## src/rtl/draw_seq_pkg.sv

```systemverilog
// draw_seq_pkg
// Shared definitions for the draw sequencer slice: sequencer state encoding,
// VGA coordinate widths, the default number of draw units and a helper that
// sizes unit-index fields.
// No ports (package).
package draw_seq_pkg;

  localparam int X_W           = 9;
  localparam int Y_W           = 8;
  localparam int NUM_UNITS_DEF = 4;

  typedef enum logic [2:0] {
    ST_IDLE   = 3'd0,
    ST_SELECT = 3'd1,
    ST_RUN    = 3'd2,
    ST_ACK    = 3'd3,
    ST_FINISH = 3'd4
  } state_e;

  // Width of an index into n units; never narrower than one bit.
  function automatic int idx_width(input int n);
    return (n > 1) ? $clog2(n) : 1;
  endfunction

endpackage

```

## src/rtl/draw_sequencer_lowest_set_index.sv

```systemverilog
// lowest_set_index
// Combinational priority encoder: reports the index of the lowest set bit of
// vec, so unit 0 always wins when several units are still pending.
// Ports:
//   vec   in  N      request vector
//   idx   out IDX_W  index of the lowest set bit (0 when vec is empty)
//   valid out 1      at least one bit of vec is set
module lowest_set_index
  import draw_seq_pkg::*;
#(
  parameter int N     = NUM_UNITS_DEF,
  parameter int IDX_W = idx_width(N)
) (
  input  logic [N-1:0]     vec,
  output logic [IDX_W-1:0] idx,
  output logic             valid
);

  // Scanning from the top down lets the lowest set bit overwrite the rest.
  always_comb begin
    idx   = '0;
    valid = 1'b0;
    for (int i = N - 1; i >= 0; i--) begin
      if (vec[i]) begin
        idx   = IDX_W'(i);
        valid = 1'b1;
      end
    end
  end

endmodule

```

## src/rtl/draw_sequencer.sv

```systemverilog
// draw_sequencer
// Walks the draw units named in unit_mask one at a time (lowest index first)
// on every accepted frame_tick, grants each unit exclusive use of the VGA
// write port while it runs, acknowledges its done flag and finally pulses
// frame_done. All outputs are registered.
// Optional feature: define DRAW_TIMEOUT_EN to bound each unit's RUN time to
// TIMEOUT_CYCLES; a stuck unit is then acked anyway and timeout_err sticks.
// Ports:
//   clock       in  1             system clock, rising edge
//   reset       in  1             synchronous active-low reset
//   frame_tick  in  1             pulse requesting a frame draw
//   unit_mask   in  NUM_UNITS     units to draw, sampled with frame_tick
//   draw_done   in  NUM_UNITS     per-unit done level, held until acked
//   unit_x      in  9*NUM_UNITS   packed per-unit x positions
//   unit_y      in  8*NUM_UNITS   packed per-unit y positions
//   unit_write  in  NUM_UNITS     per-unit VGA write strobes
//   enable      out NUM_UNITS     one-hot-or-zero run grant
//   draw_ack    out NUM_UNITS     one-hot-or-zero one-cycle acknowledge
//   vga_x/vga_y/vga_write out     muxed VGA memory write port
//   busy        out 1             sequencer not idle
//   frame_done  out 1             one-cycle end-of-frame pulse
//   overrun     out 1             one-cycle pulse for a tick dropped while busy
//   timeout_err out 1             sticky unit timeout flag
module draw_sequencer
  import draw_seq_pkg::*;
#(
  parameter int NUM_UNITS      = NUM_UNITS_DEF,
  parameter int TIMEOUT_CYCLES = 131072
) (
  input  logic                     clock,
  input  logic                     reset,
  input  logic                     frame_tick,
  input  logic [NUM_UNITS-1:0]     unit_mask,
  input  logic [NUM_UNITS-1:0]     draw_done,
  input  logic [X_W*NUM_UNITS-1:0] unit_x,
  input  logic [Y_W*NUM_UNITS-1:0] unit_y,
  input  logic [NUM_UNITS-1:0]     unit_write,
  output logic [NUM_UNITS-1:0]     enable,
  output logic [NUM_UNITS-1:0]     draw_ack,
  output logic [X_W-1:0]           vga_x,
  output logic [Y_W-1:0]           vga_y,
  output logic                     vga_write,
  output logic                     busy,
  output logic                     frame_done,
  output logic                     overrun,
  output logic                     timeout_err
);

  localparam int IDX_W = idx_width(NUM_UNITS);

  if (TIMEOUT_CYCLES < 2) begin : g_bad_timeout
    $error("draw_sequencer: TIMEOUT_CYCLES must be at least 2");
  end

  state_e               state_q, state_d;
  logic [NUM_UNITS-1:0] pending_q, pending_d;
  logic [IDX_W-1:0]     cur_q, cur_d;
  logic [NUM_UNITS-1:0] enable_q, enable_d;
  logic [NUM_UNITS-1:0] draw_ack_q, draw_ack_d;
  logic [X_W-1:0]       vga_x_q, vga_x_d;
  logic [Y_W-1:0]       vga_y_q, vga_y_d;
  logic                 vga_write_q, vga_write_d;
  logic                 busy_q, busy_d;
  logic                 frame_done_q, frame_done_d;
  logic                 overrun_q, overrun_d;

  logic [IDX_W-1:0]     sel_idx;
  logic                 sel_valid;
  logic [X_W-1:0]       cur_x;
  logic [Y_W-1:0]       cur_y;

  lowest_set_index #(
    .N     (NUM_UNITS),
    .IDX_W (IDX_W)
  ) u_lowest (
    .vec   (pending_q),
    .idx   (sel_idx),
    .valid (sel_valid)
  );

  assign cur_x = unit_x[int'(cur_q) * X_W +: X_W];
  assign cur_y = unit_y[int'(cur_q) * Y_W +: Y_W];

`ifdef DRAW_TIMEOUT_EN
  localparam int CNT_W = (TIMEOUT_CYCLES > 2) ? $clog2(TIMEOUT_CYCLES) : 1;

  logic [CNT_W-1:0] cnt_q, cnt_d;
  logic             timeout_err_q, timeout_err_d;
  logic             run_timeout;

  // cnt_q holds the number of RUN cycles already spent by the current unit.
  assign run_timeout = (cnt_q == CNT_W'(TIMEOUT_CYCLES - 1));

  always_ff @(posedge clock) begin
    if (!reset) begin
      cnt_q         <= '0;
      timeout_err_q <= 1'b0;
    end else begin
      cnt_q         <= cnt_d;
      timeout_err_q <= timeout_err_d;
    end
  end

  assign timeout_err = timeout_err_q;
`else
  assign timeout_err = 1'b0;
`endif

  // State and registered-output flops.
  always_ff @(posedge clock) begin
    if (!reset) begin
      state_q      <= ST_IDLE;
      pending_q    <= '0;
      cur_q        <= '0;
      enable_q     <= '0;
      draw_ack_q   <= '0;
      vga_x_q      <= '0;
      vga_y_q      <= '0;
      vga_write_q  <= 1'b0;
      busy_q       <= 1'b0;
      frame_done_q <= 1'b0;
      overrun_q    <= 1'b0;
    end else begin
      state_q      <= state_d;
      pending_q    <= pending_d;
      cur_q        <= cur_d;
      enable_q     <= enable_d;
      draw_ack_q   <= draw_ack_d;
      vga_x_q      <= vga_x_d;
      vga_y_q      <= vga_y_d;
      vga_write_q  <= vga_write_d;
      busy_q       <= busy_d;
      frame_done_q <= frame_done_d;
      overrun_q    <= overrun_d;
    end
  end

  // Next-state logic; draw_done of units other than cur is never looked at.
  always_comb begin
    state_d   = state_q;
    pending_d = pending_q;
    cur_d     = cur_q;
`ifdef DRAW_TIMEOUT_EN
    cnt_d         = cnt_q;
    timeout_err_d = timeout_err_q;
`endif
    case (state_q)
      ST_IDLE: begin
        if (frame_tick) begin
          pending_d = unit_mask;
          state_d   = ST_SELECT;
        end
      end
      ST_SELECT: begin
        if (sel_valid) begin
          cur_d   = sel_idx;
          state_d = ST_RUN;
`ifdef DRAW_TIMEOUT_EN
          cnt_d   = '0;
`endif
        end else begin
          state_d = ST_FINISH;
        end
      end
      ST_RUN: begin
        if (draw_done[cur_q]) begin
          state_d = ST_ACK;
        end
`ifdef DRAW_TIMEOUT_EN
        else if (run_timeout) begin
          state_d       = ST_ACK;
          timeout_err_d = 1'b1;
        end else begin
          cnt_d = cnt_q + 1'b1;
        end
`endif
      end
      ST_ACK: begin
        pending_d[cur_q] = 1'b0;
        state_d          = ST_SELECT;
      end
      ST_FINISH: state_d = ST_IDLE;
      default:   state_d = ST_IDLE;
    endcase
  end

  // Outputs are computed from the upcoming state so that, once registered,
  // they line up with the state they describe.
  // vga_write is only raised when the unit stays in RUN, which keeps it low
  // for the whole ACK cycle that follows a unit's last RUN cycle.
  always_comb begin
    enable_d     = '0;
    draw_ack_d   = '0;
    vga_x_d      = vga_x_q;
    vga_y_d      = vga_y_q;
    vga_write_d  = 1'b0;
    busy_d       = (state_d != ST_IDLE);
    frame_done_d = (state_d == ST_FINISH);
    overrun_d    = frame_tick && (state_q != ST_IDLE);
    if (state_d == ST_RUN) begin
      enable_d[cur_d] = 1'b1;
    end
    if (state_d == ST_ACK) begin
      draw_ack_d[cur_d] = 1'b1;
    end
    if (state_q == ST_RUN) begin
      vga_x_d     = cur_x;
      vga_y_d     = cur_y;
      vga_write_d = (state_d == ST_RUN) && unit_write[cur_q];
    end
  end

  assign enable     = enable_q;
  assign draw_ack   = draw_ack_q;
  assign vga_x      = vga_x_q;
  assign vga_y      = vga_y_q;
  assign vga_write  = vga_write_q;
  assign busy       = busy_q;
  assign frame_done = frame_done_q;
  assign overrun    = overrun_q;

endmodule

```

## config.mk

```make
export PLATFORM = sky130hd
export DESIGN_NAME = draw_sequencer
export DESIGN_NICKNAME = d
export VERILOG_FILES = /design/src/rtl/draw_seq_pkg.sv /design/src/rtl/draw_sequencer_lowest_set_index.sv /design/src/rtl/draw_sequencer.sv
export SDC_FILE = /design/constraint.sdc
export NUM_CORES = 1
export LEC_CHECK = 0
export CAP_MARGIN = 40
export CORE_MARGIN = 2
export CORE_UTILIZATION = 37
export CTS_CLUSTER_DIAMETER = 200
export DETAILED_ROUTE_END_ITERATION = 12
export PLACE_DENSITY = 0.79
export SETUP_SLACK_MARGIN = 0.02
export SKIP_LAST_GASP = 1
export SLEW_MARGIN = 10
export SYNTH_ARGS = -nofsm -noshare
export SYNTH_HDL_FRONTEND = slang
export SYNTH_SLANG_ARGS = --single-unit
```

## constraint.sdc

```tcl
create_clock -name clock -period 2.25 [get_ports clock]
set_input_delay 0.45 -clock clock [delete_from_list [all_inputs] [get_ports clock]]
set_output_delay 0.45 -clock clock [all_outputs]
set_load 0.005 [all_outputs]
```

==> flow_summary.json <==
{
  "post-dp-hpwl_um": 4030,
  "synthesis.area_per_instance_um2": 10.3,
  "crit_fanout": 5,
  "dpl-instance-area_um2": 3060,
  "cp_slowest_cell": "sky130_fd_sc_hd__or4b_4",
  "critPathRequiredTime_ns": 2.45,
  "yosys.cell_types.count": 36,
  "post_cts_hold_buffer_count": 0,
  "grt_pass1_vias": 1773,
  "total_power_uw": 1820,
  "placed_cells_incl_taps": 358,
  "insertion_delay_ns": 0.28,
  "finalSetupTns_ns": 0,
  "cp_slowest_stage_delay_ns": 0.56,
  "synth_area_leader_cell": "sky130_fd_sc_hd__dfxtp_1",
  "fill_cells": 432,
  "finalMaxSlewViolations": 0,
  "status": "finished, final reports clean",
  "rsz0062_at_grt": "false",
  "cts_buffers": 5,
  "multi_input_area_um2": 1050,
  "tightestPinTransition_ns": 0.581,
  "switching_share_pct": 21.0,
  "post_cts.resized_instances": 0,
  "cts_buffer_depth": 2,
  "cp.buffers_inverters": 1,
  "ys_dominant_reg_cell": "sky130_fd_sc_hd__dfxtp_1",
  "initial_core_util_pct": 37.7,
  "async_flop_share_pct": 0,
  "maxCapViolCount": 0,
  "worstSetupEndpointType": "flip-flop",
  "fp.dieArea_um2": 5690,
  "clkTransAtPathRegs_ns": 0.07,
  "synth.yosys.warnings": 0,
  "largest_voltage_drop_on_the_vdd_net_v": 0.000311,
  "dr.pass1.iters": 4,
  "maxSlewHeadroom_pct": 60.9,
  "pwr-share-comb_pct": 21.3,
  "fin_area_um2": 3210,
  "hold_viol_final": 0,
  "placeableCoreArea_um2": 5010,
  "synth_most_common_cell": "sky130_fd_sc_hd__nand2_1",
  "insertedDiodeCount": 0,
  "setup_failing_eps_final": 0,
  "clk_root_buffer_cell": "sky130_fd_sc_hd__clkbuf_8",
  "period_share_pct": 92.8,
  "cts_num_sinks": 38,
  "postSynthNetCount": 266,
  "gp_routability_congestion": 0.797,
  "die_height_um": 75.5,
  "nature_of_the_critical_path_startpoint": "input port",
  "register_area_um2": 761,
  "boundaryPins": 113,
  "drtAntennaViolNets": 0,
  "fin_cells": 366,
  "timing.setup.critical_path_class": "input port to flip-flop",
  "buffer_ports.inserted": 111,
  "post_route_cells_drive_above_1_share_pct": 13.2,
  "grt.total_usage_pct": 18.8,
  "placementRows": 26,
  "timing.fmax_mhz": 479,
  "drc_violations": 0,
  "post_synthesis_register_bit_count": 38,
  "p_int_uw": 1440,
  "timing.critical_path.arrival_ns": 2.29,
  "clkPwrFrac_pct": 38.6,
  "grt_remaining_overflow": 0,
  "wire_length_of_the_first_global_routing_pass_um": 7980,
  "path_cells": "clkdlybuf4s50_1 > mux4_2 > and2_1 > or4b_4 > nor3_1",
  "fin_crit_ns": 2.09,
  "htree_levels": 2,
  "die_x_um": 75.5,
  "cts.repair_timing.setup_buffer_count": 0,
  "cellPowerDensity_nw_per_um2": 568,
  "synth_edf_count": 0,
  "switchingPower_uw": 382,
  "combined_area_of_all_synthesized_cells_um2": 1890,
  "finalNetCount": 378,
  "worst_path_dominant_cell_family": "simple AND/OR/NAND/NOR gates",
  "route.final.wire_length_um": 5230,
  "routed_wire_length_per_instance_um": 14.3,
  "avgViaCountPerCell": 4.91,
  "first_iter_violations": 76,
  "pwr-share-seq_pct": 40.2,
  "flow.area_growth_from_synthesis_pct": 69.7,
  "commonest_cells_post_synth": "sky130_fd_sc_hd__nand2_1 (46), sky130_fd_sc_hd__dfxtp_1 (38), sky130_fd_sc_hd__mux4_2 (18)",
  "synth_area_leaders": "sky130_fd_sc_hd__dfxtp_1 (40%), sky130_fd_sc_hd__mux4_2 (21%), sky130_fd_sc_hd__nand2_1 (9.1%)",
  "cts_tree": "done",
  "grt_max_degree": 31,
  "synthCells": 183,
  "post-synth-top-area-fraction_pct": 40.3,
  "clock-skew-final_ns": 0.00535,
  "antenna_found_initial": 0,
  "num_vias": 1798,
  "total_leakage_power_uw": 0.00110,
  "ys_seq_area_share_pct": 40.3,
  "worst_hold_path_type": "flip-flop to flip-flop"
}
-- layout by cell type, fill, tap and decap left out, drive strengths merged, types with 2 or more instances in the layout --
cell / instances
nor3b: 2
o21a: 2
and2: 3
or2: 2
or3b: 3
dfxtp: 38
a21oi: 2
clkdlybuf4s50: 111
clkbuf: 6
buf: 7
o22ai: 4
bufinv: 2
o21ai: 2
and3: 2
nand2: 46
nor3: 10
a21boi: 17
nor2: 5
mux4: 19
-- cells by family after synthesis --
kind of cell | count (synthesis) | synth area share [%]
AND/OR/NAND/NOR | 80 | 20.6
flip-flops | 38 | 40.3
AO/OA/AOI/OAI | 30 | 11.3
multiplexers | 20 | 23.4
buffers and inverters | 14 | 4.24
other | 1 | 0.198
-- per-layer routing --
metal	GRT usage, %	share of wire (%)	up-vias
met5	0	0	-
met4	6.82	1.6	0
met3	3.84	5.2	9
met2	36.4	55	54
met1	19.8	39	854
li1	-	-	881
-- worst min-delay path, delay by kind of cell (launching register included) --
family	cells	cell delay [ns]
flip-flops	1	0.31
AO/OA/AOI/OAI	1	0.06
AND/OR/NAND/NOR	1	0.05
-- state kept, by name (all words and copies together), names as in the netlist --
register,flops
draw_ack,4
busy,1
state_q,3
vga_x,9
vga_y,8
enable,4
vga_write,1
frame_done,1
cur_q,2
pending_q,4
overrun,1
-- path summary, 6_finish.rpt --
kind / from / endpoint / slack [ns] / cells past startpoint
worst max-delay path: draw_done[1] / enable[0] / 0.16 / 5
worst min-delay path: vga_y[1] / vga_y[1] / 0.46 / 2
worst max register to register: state_q[0] / enable[0] / 0.28 / 4
worst min register to register: vga_y[1] / vga_y[1] / 0.46 / 2
-- metrics by stage --
| stage | utilization (%) | setup WS (ns) | hold WS [ns] |
|---|---|---|---|
| after floorplan | - | 0.409 | 0.460 |
| after global placement | 61.2 | -0.0418 | 0.450 |
| after detailed placement | 61.2 | -0.100 | 0.456 |
| after CTS | 64.0 | 0.169 | 0.466 |
| after global routing | 64.0 | 0.131 | 0.476 |
| final | 64.0 | 0.163 | 0.464 |
-- power groups by stage --
stage          Clock [uW]  Combinational, uW  Sequential, uW
2_1_floorplan           0                175             742
3_3_place_gp            0                381             745
3_5_place_dp            0                389             747
4_1_cts               718                392             731
5_1_grt               748                423             735
6_report              702                387             731
-- cell type report --
class,count,area share [%]
clock inverters,2,1.87
well taps,70,2.73
multi-input cells,131,32.7
repair buffers,118,36.3
flip-flops and latches,38,23.7
clock buffers,6,2.58
inverters,1,0.117
Note: power is estimated with default switching activity, not from simulation.
